`config.mk`:
```
export PLATFORM = sky130hd
export DESIGN_NAME = muldiv_unit
export DESIGN_NICKNAME = d
export VERILOG_FILES = /design/src/rtl/muldiv_unit.sv
export SDC_FILE = /design/constraint.sdc
export NUM_CORES = 1
export LEC_CHECK = 0
export CAP_MARGIN = 40
export CORE_MARGIN = 10
export CORE_UTILIZATION = 50
export CTS_CLUSTER_SIZE = 14
export DETAILED_ROUTE_END_ITERATION = 10
export HOLD_SLACK_MARGIN = 0.03
export PLACE_DENSITY_LB_ADDON = 0.2
export SYNTH_ARGS = -nofsm -noshare
export SYNTH_HDL_FRONTEND = slang
export SYNTH_SLANG_ARGS = --single-unit
```
`constraint.sdc`:
```
create_clock -name clk -period 8.08 [get_ports clk]
set_clock_uncertainty 0.05 [all_clocks]
set_input_delay 1.616 -clock clk [delete_from_list [all_inputs] [get_ports clk]]
set_output_delay 1.616 -clock clk [all_outputs]
set_load 0.01 [all_outputs]
```
`src/rtl/muldiv_unit.sv`:
```
// -----------------------------------------------------------------------------
// muldiv_unit
//   Multi-cycle multiply/divide unit that owns the HI/LO register pair.
//   Runs MULTU/MULT/DIVU/DIV over WIDTH iterations (radix-2 shift-add for
//   multiply, restoring shift-subtract for divide). Operands are reduced to
//   magnitudes when accepted, and the signs are reapplied in a final FIX cycle.
//   The unit also services mthi/mtlo writes while idle, and the control unit
//   can abort an in-flight operation with cancel.
//
// Ports
//   clk          in   rising-edge clock
//   rst          in   asynchronous active-high reset
//   start        in   request an operation (accepted only when idle)
//   op[1:0]      in   00 multu, 01 mult, 10 divu, 11 div
//   a[WIDTH]     in   multiplicand / dividend (rs)
//   b[WIDTH]     in   multiplier / divisor (rt)
//   cancel       in   abort the in-flight operation, or suppress a start
//   hi_we        in   mthi write enable (idle only)
//   lo_we        in   mtlo write enable (idle only)
//   wdata        in   mthi/mtlo data
//   busy         out  operation in flight
//   done         out  one-cycle pulse after HI/LO take a result
//   div_by_zero  out  pulses with done for a divide by zero
//   hi, lo       out  HI/LO registers
// -----------------------------------------------------------------------------
module muldiv_unit #(
    parameter int WIDTH = 32,
    parameter int CNT_W = $clog2(WIDTH) + 1
) (
    input  logic             clk,
    input  logic             rst,
    input  logic             start,
    input  logic [1:0]       op,
    input  logic [WIDTH-1:0] a,
    input  logic [WIDTH-1:0] b,
    input  logic             cancel,
    input  logic             hi_we,
    input  logic             lo_we,
    input  logic [WIDTH-1:0] wdata,
    output logic             busy,
    output logic             done,
    output logic             div_by_zero,
    output logic [WIDTH-1:0] hi,
    output logic [WIDTH-1:0] lo
);

    typedef enum logic [1:0] {
        ST_IDLE,
        ST_CALC,
        ST_FIX
    } state_t;

    state_t r_state;
    state_t w_nextState;

    logic [CNT_W-1:0]   r_cnt;
    logic [2*WIDTH-1:0] r_acc;
    logic [WIDTH-1:0]   r_opnd;
    logic               r_isDiv;
    logic               r_negRes;
    logic               r_negRem;
    logic               r_divZero;
    logic [WIDTH-1:0]   r_hi;
    logic [WIDTH-1:0]   r_lo;
    logic               r_done;
    logic               r_dbz;

    logic               w_accept;
    logic               w_lastIter;
    logic               w_signA;
    logic               w_signB;
    logic [WIDTH-1:0]   w_magA;
    logic [WIDTH-1:0]   w_magB;
    logic [WIDTH-1:0]   w_addend;
    logic [WIDTH:0]     w_mulSum;
    logic [2*WIDTH-1:0] w_mulNext;
    logic [WIDTH:0]     w_divTmp;
    logic               w_divGe;
    logic [WIDTH-1:0]   w_divDiff;
    logic [2*WIDTH-1:0] w_divNext;
    logic [2*WIDTH-1:0] w_prod;
    logic [WIDTH-1:0]   w_quot;
    logic [WIDTH-1:0]   w_rem;
    logic [WIDTH-1:0]   w_fixHi;
    logic [WIDTH-1:0]   w_fixLo;

    assign w_accept   = (r_state == ST_IDLE) && start && !cancel;
    assign w_lastIter = (r_cnt == CNT_W'(WIDTH - 1));

    // Signed ops work on magnitudes. The most negative value maps to itself,
    // which is still the correct unsigned magnitude.
    assign w_signA = op[0] & a[WIDTH-1];
    assign w_signB = op[0] & b[WIDTH-1];
    assign w_magA  = w_signA ? -a : a;
    assign w_magB  = w_signB ? -b : b;

    // Multiply step: the accumulator holds {partial product, remaining
    // multiplier bits}. The carry of the add shifts in from the top.
    assign w_addend  = r_acc[0] ? r_opnd : '0;
    assign w_mulSum  = {1'b0, r_acc[2*WIDTH-1:WIDTH]} + {1'b0, w_addend};
    assign w_mulNext = {w_mulSum, r_acc[WIDTH-1:1]};

    // Divide step: the accumulator holds {partial remainder, dividend bits
    // becoming quotient bits}. Comparing WIDTH+1 bits keeps a zero divisor
    // well defined. It always subtracts, so the quotient becomes all ones and
    // the remainder ends up equal to the dividend.
    assign w_divTmp  = r_acc[2*WIDTH-1:WIDTH-1];
    assign w_divGe   = (w_divTmp >= {1'b0, r_opnd});
    assign w_divDiff = w_divTmp[WIDTH-1:0] - r_opnd;
    assign w_divNext = {(w_divGe ? w_divDiff : w_divTmp[WIDTH-1:0]),
                        r_acc[WIDTH-2:0], w_divGe};

    // Sign correction applied in FIX.
    assign w_prod  = r_negRes ? -r_acc : r_acc;
    assign w_quot  = r_acc[WIDTH-1:0];
    assign w_rem   = r_acc[2*WIDTH-1:WIDTH];
    assign w_fixHi = r_isDiv ? (r_negRem ? -w_rem : w_rem) : w_prod[2*WIDTH-1:WIDTH];
    assign w_fixLo = r_isDiv ? (r_divZero ? '1 : (r_negRes ? -w_quot : w_quot))
                             : w_prod[WIDTH-1:0];

    // State register
    always_ff @(posedge clk or posedge rst) begin
        if (rst) begin
            r_state <= ST_IDLE;
        end else begin
            r_state <= w_nextState;
        end
    end

    // Next-state logic. cancel pulls CALC/FIX straight back to IDLE.
    always_comb begin
        w_nextState = r_state;
        case (r_state)
            ST_IDLE: if (w_accept) w_nextState = ST_CALC;
            ST_CALC: begin
                if (cancel) begin
                    w_nextState = ST_IDLE;
                end else if (w_lastIter) begin
                    w_nextState = ST_FIX;
                end
            end
            ST_FIX:  w_nextState = ST_IDLE;
            default: w_nextState = ST_IDLE;
        endcase
    end

    // Datapath: operand capture, iteration, result write and HI/LO writes.
    always_ff @(posedge clk or posedge rst) begin
        if (rst) begin
            r_cnt     <= '0;
            r_acc     <= '0;
            r_opnd    <= '0;
            r_isDiv   <= 1'b0;
            r_negRes  <= 1'b0;
            r_negRem  <= 1'b0;
            r_divZero <= 1'b0;
            r_hi      <= '0;
            r_lo      <= '0;
            r_done    <= 1'b0;
            r_dbz     <= 1'b0;
        end else begin
            r_done <= 1'b0;
            r_dbz  <= 1'b0;
            case (r_state)
                ST_IDLE: begin
                    if (hi_we) r_hi <= wdata;
                    if (lo_we) r_lo <= wdata;
                    if (w_accept) begin
                        r_cnt     <= '0;
                        r_isDiv   <= op[1];
                        r_negRes  <= w_signA ^ w_signB;
                        r_negRem  <= w_signA;
                        r_divZero <= op[1] & (b == '0);
                        if (op[1]) begin
                            r_acc  <= {{WIDTH{1'b0}}, w_magA};
                            r_opnd <= w_magB;
                        end else begin
                            r_acc  <= {{WIDTH{1'b0}}, w_magB};
                            r_opnd <= w_magA;
                        end
                    end
                end
                ST_CALC: begin
                    if (!cancel) begin
                        r_cnt <= r_cnt + CNT_W'(1);
                        r_acc <= r_isDiv ? w_divNext : w_mulNext;
                    end
                end
                ST_FIX: begin
                    if (!cancel) begin
                        r_hi   <= w_fixHi;
                        r_lo   <= w_fixLo;
                        r_done <= 1'b1;
                        r_dbz  <= r_divZero;
                    end
                end
                default: ;
            endcase
        end
    end

    assign busy        = (r_state != ST_IDLE);
    assign done        = r_done;
    assign div_by_zero = r_dbz;
    assign hi          = r_hi;
    assign lo          = r_lo;

endmodule

```
# [Word level (Yosys, flattened, before mapping)]
# Index checks and enable logic that the tools add are counted.
# W data, S select, Z words.
[classes] div=0 muxes=33 eq_ne=9 n_lt_le_gt_ge=1 shift=0 addsub=8 multipliers=0 n_bitwise=4 n_reduce_logical=13
[ops] op="$mux W32" n=15
[ops] op="$mux W64" n=4
[ops] op="$neg A32 Y32" n=4
[ops] op="$pmux W32 S2" n=2
[ops] op="$pmux W64 S2" n=1
[ops] op="$neg A64 Y64" n=1
[ops] op="$add A32 B32 Y33" n=1
[ops] op="$ge A33 B32 Y1" n=1
[ops] op="$logic_not A32 Y1" n=1
[ops] op="$sub A32 B32 Y32" n=1
[ops] op="$mux W6" n=2
[ops] op="$pmux W6 S2" n=1
[ops] op="$ne A2 B2 Y1 const B" n=5
[ops] op="$reduce_and A3 Y1" n=3
[ops] op="$add A6 B1 Y6 const B" n=1
[ops] op="$eq A6 B5 Y1 const B" n=1
[ops] op="$mux W2" n=3
[ops] op="$reduce_bool A2 Y1" n=3
[ops] op="$mux W1" n=4
[ops] op="$pmux W2 S2" n=1
[ops] op="$reduce_and A2 Y1" n=2
[ops] op="$and A1 B1 Y1" n=3
[ops] op="$ne A3 B3 Y1 const B" n=1
[ops] op="$eq A2 B1 Y1 const B" n=1
[ops] op="other kinds (5)" n=6
[totals] ramBits=0 in_bits=104 memories=0 reg_bits=174 latchBits=0 output_inout_bits=67 rom_bits=0

# [Longest topological paths before layout]
# Gate-level depths: netlist (run 1).
[depth] depth_word=6 ltp_mapped=14 depth_no_buf=12

# [Worst setup path after synthesis (run 1)]
# No wires, ideal clock.
[synth_timing] path_kind="in2reg" startpoint="input a[19]" endpoint="register r_opnd[24]" path_stages=8 required_ps=7899 arrival_time_ps=3559 setup_slack_ps=4340 setup_ps=131 cell_sequence="or4_1 -> or4_1 -> nor4b_1 -> a21oi_1 -> xnor2_1 -> nor2_1 -> a21oi_1 -> o21ai_1"
[synth_via] elab_chain_len=3
[synth_rtl] item="start, declared" line_no="34" text="input logic [WIDTH-1:0] a,"
[synth_rtl] item="$neg A32 Y32" line_no="94" text="assign w_magA = w_signA ? -a : a;"
[synth_rtl] item="$mux W32" line_no="94"
[synth_rtl] item="$mux W32" line_no="174" text="if (op[1]) begin"
[synth_rtl] item="end signal, assigned" line_no="176" text="r_opnd <= w_magB;"
[synth_rtl] item="end signal, assigned" line_no="179" text="r_opnd <= w_magA;"
[synth_rtl] item="end, declared" line_no="58" text="logic [WIDTH-1:0] r_opnd;"
# No other way between the ends.
# A chain may end at the register's enable or synchronous reset.

# [Worst setup path in the final report (run 1)]
[layout_timing] startpoint="input b[13]" endpoint="register r_opnd[30]"
[layout_via] elab_chain_len=3
[layout_rtl] item="start, declared" line_no="35" text="input logic [WIDTH-1:0] b,"
[layout_rtl] item="$neg A32 Y32" line_no="95" text="assign w_magB = w_signB ? -b : b;"
[layout_rtl] item="$mux W32" line_no="95"
[layout_rtl] item="$mux W32" line_no="174"
# No other way between the ends.

==> results of run 1 <==
## logic make-up after synthesis
| group | Yosys count | share of synthesized area, % |
|---|---|---|
| and+or+nand+nor | 655 | 20.38 |
| AOI/OAI and AO/OA | 652 | 26.34 |
| muxes | 76 | 5.027 |
| adders and majority gates | 71 | 5.863 |
| DFF | 174 | 28.26 |
| xor gates and xnor gates | 161 | 9.152 |
| buffers and inverters | 198 | 4.986 |
## cells in the mapped netlist, drive strengths merged, types with 17 or more instances
cell	instances	area share, %
a211oi	20	0.97
a21o	29	1.4
a21oi	166	5.5
a31oi	45	1.8
and2	17	0.69
and3	24	0.97
buf	18	0.59
clkbuf	110	2.7
dfrtp	174	28
ha	69	5.6
inv	70	1.7
mux2i	65	4.2
nand2	208	5.1
nand2b	17	0.69
nand3	34	1.1
nand4	25	1.2
nor2	199	4.8
nor3	44	1.5
nor4	23	1.2
o211ai	17	0.83
o21ai	196	6.4
o22ai	36	1.5
o31ai	32	1.6
or3	22	0.99
xnor2	103	5.9
xor2	58	3.3
## power breakdown
group	total, mW	switching [mW]	internal (mW)
registers	1.47	0.390	1.08
clock network	0.845	0.409	0.436
logic	3.27	1.98	1.29
total	5.58	2.78	2.80
## critical path: cells and delay by family
family,cells,cell delay (ns)
and+or+nand+nor,5,1.81
buffers and inverters,1,0.52
xor gates and xnor gates,1,0.21
AOI/OAI and AO/OA,2,0.38
## per-layer routing
layer,GRT usage [%],vias up
met1,41.46,7507
li1,-,7410
met4,11.45,0
met3,6.166,97
met5,0,-
met2,42.49,832
## sequential cells by signal (all words and copies together) (netlist names)
register and count:
r_cnt 6, done 1, r_acc 64, r_isDiv 1
r_negRes 1, r_opnd 32, div_by_zero 1, r_divZero 1
lo 32, r_state 2, hi 32, r_negRem 1
## through the flow
step	hold WS [ns]	instances
6_report	0.4300	2485
5_1_grt	0.4650	2485
4_1_cts	0.4374	2485
3_5_place_dp	0.4215	2453
3_3_place_gp	0.4110	2444
2_1_floorplan	0.3998	1987
## area by class of cell
cell class | instances | share of cell area, %
Multi-Input combinational cell | 1615 | 57.41
Sequential cell | 174 | 24.25
Timing Repair Buffer | 198 | 10.87
Tap cell | 396 | 2.758
Clock buffer | 17 | 2.368
Inverter | 70 | 1.491
Clock inverter | 15 | 0.8567
## path summary, 6_finish.rpt
| path | to | depth (start not counted) | startpoint | slack (ns) |
|---|---|---|---|---|
| max | r_opnd[30]$_DFFE_PP0P_ | 9 | b[13] | 3.86 |
| min | hi[19]$_DFFE_PP0P_ | 2 | hi[19]$_DFFE_PP0P_ | 0.43 |
| max reg2reg | r_acc[58]$_DFFE_PP0P_ | 11 | r_opnd[16]$_DFFE_PP0P_ | 3.88 |
| min reg2reg | hi[19]$_DFFE_PP0P_ | 2 | hi[19]$_DFFE_PP0P_ | 0.43 |
| max in group asynchronous | r_isDiv$_DFFE_PP0P_ | 3 | rst | 5.16 |
| min in group asynchronous | lo[15]$_DFFE_PP0P_ | 2 | rst | 1.55 |
## placed cells by master, fill, tap and decap left out, types with 65 or more instances in the layout
| master | count |
|---|---|
| sky130_fd_sc_hd__a21oi_1 | 164 |
| sky130_fd_sc_hd__mux2i_1 | 65 |
| sky130_fd_sc_hd__xnor2_1 | 103 |
| sky130_fd_sc_hd__nor2_1 | 198 |
| sky130_fd_sc_hd__inv_1 | 68 |
| sky130_fd_sc_hd__nand2_1 | 208 |
| sky130_fd_sc_hd__clkdlybuf4s50_1 | 169 |
| sky130_fd_sc_hd__o21ai_0 | 134 |
| sky130_fd_sc_hd__dfrtp_1 | 173 |
| sky130_fd_sc_hd__ha_1 | 69 |
==> flow_summary.rst, run 1 <==
.. list-table::
   :header-rows: 1

   * - Metric
     - Value
   * - Clock-pin slew reported for the worst setup and hold paths after clock tree synthesis
     - 0.08 ns
   * - Post-CTS Setup Repair Bufs
     - 0
   * - Number of buffers inserted during clock tree synthesis
     - 17
   * - Pwr dens
     - 310.7 mW/mm^2
   * - Worst setup SP type
     - primary input
   * - WL/cell
     - about 23 um
   * - Max-capacitance violation count
     - 0
   * - Initial core utilization
     - ~51%
   * - Storage element area
     - between 0.004 and 0.005 sq mm
   * - Sum of negative setup slack
     - 0 ns
   * - Post-synthesis sequential element count
     - ~170
   * - Die outline area
     - approximately 0.038 sq mm
   * - Share of the cycle needed by the critical path after routing
     - around 52%
   * - Total non-filler cell area in the finished layout
     - between 0.015 and 0.02 sq mm
   * - Wire length reported by the detailed router
     - 57,960 um
   * - Initial antenna violation count
     - 1
   * - IO Port Bufs
     - 170
   * - Worst setup slack after placement
     - 3.442 ns
   * - Width of the die
     - just under 200 um
   * - Nets
     - between 2,000 and 2,500
   * - Number of levels in the clock H-tree
     - 4
   * - Diode count
     - 0
   * - Cell Rows
     - 64
   * - Grt ovf
     - 0
   * - Met3 layer wire length in the routed design
     - 5883 um
   * - Final RePlAce weighted congestion
     - roughly 1.0
   * - Hold Path Class
     - reg -> reg
   * - Residual DRC
     - 0
   * - Total I/O pin count
     - between 150 and 200
   * - Post-detailed-placement cell area
     - 0.01738 sq mm
   * - Worst ir drop on vdd
     - 0.1865 mV
   * - Number of failing hold endpoints at the final stage
     - 0
   * - Clock tree from TritonCTS
     - yes
   * - Slowest cell delay on critical path
     - 0.58 ns
   * - Vias in the first global route
     - ~15,000
   * - DR vias/cell
     - 6.377
   * - LEAKAGE
     - 7.536 nW
   * - Max transition margin
     - around two fifths
   * - Maximum clock rate
     - between 200 and 250 MHz
   * - Setup Crit Path Kind
     - in -> reg
   * - Warnings from Yosys
     - 0
   * - Setup-failing EPs final
     - 0
   * - Wire length of the first global-routing pass
     - between 80,000 and 90,000 um
   * - Height of the die
     - a little under 200 um
   * - Utilization after layout
     - roughly three fifths
   * - Final slew viol count
     - 0
   * - Quantity of hold-fixing buffers added after cts
     - 0
   * - Residual antenna-violating net count after detailed routing
     - 0
   * - Multi-input logic area
     - a little over 0.01 sq mm
   * - Length of routed wiring on met1
     - between 20,000 and 30,000 um
   * - Worst endpoint required time
     - 8.41 ns
   * - Final Power
     - 5.581 mW
   * - Post-Synthesis Cell Area
     - 0.01541 sq mm
   * - Synthesis-to-layout area growth
     - 16.59%
   * - Root Driver
     - sky130_fd_sc_hd__clkbuf_16
   * - Later-pin clock latency in the skew report
     - around 0.45 ns
   * - DP Wirelength
     - 45,110 um
   * - Worst setup slack after layout
     - between 3 and 4 ns
   * - Routed met2 length
     - roughly 24,000 um
   * - Routed vias
     - between 15,000 and 20,000
   * - Layout cells sized above 1
     - about 4.9%
   * - Time the final worst path needs with I/O delays and setup
     - approximately 4.2 ns
   * - Cell with the largest stage delay on the worst path
     - sky130_fd_sc_hd__or4_1
   * - Sort of element at the end of the critical path
     - flip-flop
   * - Syn nets
     - approximately 2,200
   * - Number of unique standard cell types used by synthesis
     - 86
   * - First-pass iteration count of the detailed router
     - 5
   * - Cell Chain, Critical Path
     - clkdlybuf4s50_1 > or4_1 > nor4_2 > nand4_1 > or2_1 > o31ai_1 > xnor2_1 > nor2_1 > o22ai_1
   * - Setup repair after global routing missed its margin
     - no
   * - Maximum number of pins on one net before global-route repair
     - 76
   * - Slew @ Worst Pin
     - 0.9011 ns
   * - Fraction of the yosys area taken by sequential cells
     - 28.26%
   * - Run status
     - complete, no violations
   * - Total of cells resized after clock tree synthesis
     - 0
   * - Total track usage
     - between 20% and 30%
   * - Syn_area_per_cell
     - 7.754 sq um
   * - Number of flops mapped to enable cells by yosys
     - 0
   * - Arrival time at the worst endpoint
     - between 4 and 5 ns
   * - Highest routing layer actually used
     - met4
   * - Sinks on the clock net
     - about 170
   * - Maximum fanout encountered on the critical timing path
     - 6
   * - Violation count after the first detailed-routing iteration
     - between 1,500 and 2,000
   * - Number of fill cells in the layout
     - around 2,900
   * - Core ar.
     - 0.03051 sq mm
   * - Number of standard cells after synthesis
     - roughly 2,000
   * - Maximum count of clock buffers along a single path
     - 2
   * - Async set or reset register ratio after synthesis
     - between 90% and 100%
   * - Most instantiated flip-flop cell in the synthesis netlist
     - sky130_fd_sc_hd__dfrtp_1
(Power assumes the default switching activity.)
==> run 2, diff against run 1 <==
==> constraint.sdc (replaced) <==
create_clock -name clk -period 3.65 [get_ports clk]
set_clock_uncertainty 0.05 [all_clocks]
set_input_delay 0.73 -clock clk [delete_from_list [all_inputs] [get_ports clk]]
set_output_delay 0.73 -clock clk [all_outputs]
set_load 0.01 [all_outputs]
==> flow_summary.rst, run 2 (synthesis gave the netlist of run 1 again) <==
.. list-table::
   :header-rows: 1

   * - Metric
     - Value
   * - Die outline area
     - 0.03824 sq mm (unchanged)
   * - Utilization after layout
     - 62.13% (+3.3 points)
   * - Maximum clock rate
     - around 290 MHz
   * - Category of cells accounting for the largest share of critical-path delay
     - compound AO/OA/AOI/OAI gates
   * - Top register by number of flip-flops
     - r_acc
   * - Nets
     - 2,368 (+5.2%)
   * - Flip-flop count of the largest register after layout
     - 64 (unchanged)
   * - Slew @ Worst Pin
     - 0.7731 ns (-0.1280 ns)
   * - Number of fill cells in the layout
     - 2,725 (-4.7%)
   * - Total of cells resized after clock tree synthesis
     - 0 (unchanged)
   * - Critical path buffers and inverters
     - 2 (+1)
   * - Max transition margin
     - 48.35% (+8.4 points)
   * - Residual DRC
     - 0 (unchanged)
   * - Cell with the largest stage delay on the worst path
     - sky130_fd_sc_hd__nor4b_1
   * - Root Driver
     - sky130_fd_sc_hd__clkbuf_16
   * - Share of total power in combinational logic
     - 63.3% (+4.7 points)
   * - Setup repair after global routing missed its margin
     - no
   * - Vias in the first global route
     - 15,410 (+3.7%)
   * - Maximum count of clock buffers along a single path
     - 2 (unchanged)
   * - Diode count
     - 0 (unchanged)
   * - Maximum fanout encountered on the critical timing path
     - 12 (+6)
   * - Synthesis-to-layout area growth
     - 23.03%
   * - Clock-pin slew reported for the worst setup and hold paths after clock tree synthesis
     - 0.08 ns (about the same)
   * - First-pass iteration count of the detailed router
     - 6 (+1)
   * - Core ar.
     - 0.03051 sq mm (unchanged)
   * - Arrival time at the worst endpoint
     - 3.75 ns (-0.80 ns)
   * - Final slew viol count
     - 0 (unchanged)
   * - Sort of element at the end of the critical path
     - flip-flop
   * - Width of the die
     - 195.5 um (unchanged)
   * - Worst setup slack after layout
     - 0.1685 ns (-3.692 ns)
   * - Most used cell, CP
     - sky130_fd_sc_hd__o211ai_1
   * - LEAKAGE
     - 8.150 nW (+8.2%)
   * - Quantity of hold-fixing buffers added after cts
     - 0 (unchanged)
   * - Cell Rows
     - 64 (unchanged)
   * - Total track usage
     - 31.54% (+2.3 points)
   * - Share of the cycle needed by the critical path after routing
     - between 90% and 100%
   * - IO Port Bufs
     - 170 (unchanged)
   * - Number of buffers inserted during clock tree synthesis
     - 17 (unchanged)
   * - Cell Chain, Critical Path
     - inv_1 > ha_1 > a21oi_1 > o211ai_1 > and3_1 > nor4b_1 > a21o_1 > buf_4 > o211ai_1 > a32o_1
   * - Pwr dens
     - 709.1 mW/mm^2 (+130%)
   * - Post-CTS Setup Repair Bufs
     - 0 (unchanged)
   * - Worst setup SP type
     - flip-flop
   * - Net Sw Frac
     - 49.33% (-0.49 points)
   * - Run status
     - complete, no violations
   * - Violation count after the first detailed-routing iteration
     - 1,773 (+2.7%)
   * - Sinks on the clock net
     - 174 (unchanged)
   * - Setup-failing EPs final
     - 0 (unchanged)
   * - Layout cells sized above 1
     - 10.02% (+5.1 points)
   * - Wire length reported by the detailed router
     - 62,760 um (+8.3%)
   * - Worst endpoint required time
     - 3.92 ns (-4.49 ns)
   * - Internal Power
     - 6.811 mW (+140%)
   * - Number of levels in the clock H-tree
     - 4 (unchanged)
   * - Grt ovf
     - 0 (unchanged)
   * - Routed vias
     - 16,590 (+4.7%)
   * - DP Wirelength
     - 49,830 um (+10%)
   * - Commonest non-fill, non-tap cell in the layout
     - sky130_fd_sc_hd__nand2_1
   * - Wire length of the first global-routing pass
     - 94,720 um (+6.3%)
   * - Setup Crit Path Kind
     - reg -> reg
   * - Clock tree from TritonCTS
     - yes
   * - Power share of the sequential group
     - 22.0% (-4.3 points)
   * - Sum of negative setup slack
     - 0 ns (unchanged)
   * - DR vias/cell
     - 6.374 (about the same)
   * - Height of the die
     - 195.5 um (unchanged)
   * - Power spent charging and discharging nets
     - 6.630 mW (+140%)
   * - Hold Path Class
     - reg -> reg
   * - Time the final worst path needs with I/O delays and setup
     - around 3.5 ns
   * - Worst setup slack after placement
     - 0.06641 ns (-3.375 ns)
   * - Final RePlAce weighted congestion
     - 1.023 (+2.0%)
   * - Total I/O pin count
     - 171 (unchanged)
   * - Later-pin clock latency in the skew report
     - 0.45 ns (about the same)
   * - Proportion of power drawn by the clock network
     - 14.6% (-0.5 points)
   * - Residual antenna-violating net count after detailed routing
     - 0 (unchanged)
   * - Max-capacitance violation count
     - 0 (unchanged)
   * - Commonest cells after routing, fill and taps aside
     - 208 x sky130_fd_sc_hd__nand2_1, 198 x sky130_fd_sc_hd__nor2_1, 173 x sky130_fd_sc_hd__dfrtp_1
   * - Initial core utilization
     - 50.50% (unchanged)
   * - Initial antenna violation count
     - 0 (-1)
   * - Maximum number of pins on one net before global-route repair
     - 65 (-14%)
   * - WL/cell
     - 24.12 um (+3.4%)
   * - Number of failing hold endpoints at the final stage
     - 0 (unchanged)
   * - Worst ir drop on vdd
     - 0.4965 mV (+170%)
   * - Slowest cell delay on critical path
     - 0.66 ns (+0.08 ns)
[run 2: through the flow]
stage                     std cells  cell area [sq um]  total power [mW]  hold slack, ns
after floorplan                1987              15410             8.039          0.3998
after global placement         2569              18310             11.07          0.4126
after detailed placement       2570              18340             11.15          0.4194
after CTS                      2602              18960             13.15          0.4374
after global routing           2602              18960             14.19          0.4657
final                          2602              18960             13.44          0.4301
[run 2: worst paths after layout]
check	start	depth (start not counted)	slack (ns)	endpoint
min reg2reg	lo[14]$_DFFE_PP0P_	2	0.43	lo[14]$_DFFE_PP0P_
max in group asynchronous	rst	4	1.88	r_acc[48]$_DFFE_PP0P_
max	r_opnd[20]$_DFFE_PP0P_	10	0.17	r_acc[49]$_DFFE_PP0P_
max reg2reg	r_opnd[20]$_DFFE_PP0P_	10	0.17	r_acc[49]$_DFFE_PP0P_
min	lo[14]$_DFFE_PP0P_	2	0.43	lo[14]$_DFFE_PP0P_
min in group asynchronous	rst	2	0.71	lo[12]$_DFFE_PP0P_
[run 2: final cells by class]
cell class | instances | area (sq um) | share of cell area [%]
tap | 396 | 495.5 | 2.614
sequential | 174 | 4355 | 22.98
inverter | 70 | 266.5 | 1.406
clock inverter | 15 | 193.9 | 1.023
clock buffer | 17 | 425.4 | 2.244
timing repair buffer | 315 | 2905 | 15.33
multi-input combinational | 1615 | 10310 | 54.41
[run 2: per-layer routing]
metal	vias to the layer above	global-route usage, %	routed length, um
li1	7636	-	-
met5	-	0	0
met4	0	10.83	2118
met1	7898	46.07	28150
met3	95	7.554	6826
met2	956	44.08	25660
[run 2: worst reg2reg max path: stages, from the launching register on]
cell                       delay (ns)
sky130_fd_sc_hd__dfrtp_1         0.38
sky130_fd_sc_hd__inv_1           0.20
sky130_fd_sc_hd__ha_1            0.35
sky130_fd_sc_hd__a21oi_1         0.29
sky130_fd_sc_hd__o211ai_1        0.13
sky130_fd_sc_hd__and3_1          0.20
sky130_fd_sc_hd__nor4b_1         0.66
sky130_fd_sc_hd__a21o_1          0.43
sky130_fd_sc_hd__buf_4           0.28
sky130_fd_sc_hd__o211ai_1        0.12
sky130_fd_sc_hd__a32o_1          0.27
[run 2: power by group through the flow]
stage	combinational (mW)	sequential, mW	clock (mW)
6_report	8.51	2.96	1.97
4_1_cts	8.26	2.92	1.98
2_1_floorplan	5.16	2.88	0
3_5_place_dp	8.20	2.95	0
3_3_place_gp	8.14	2.93	0
5_1_grt	9.13	3.00	2.06
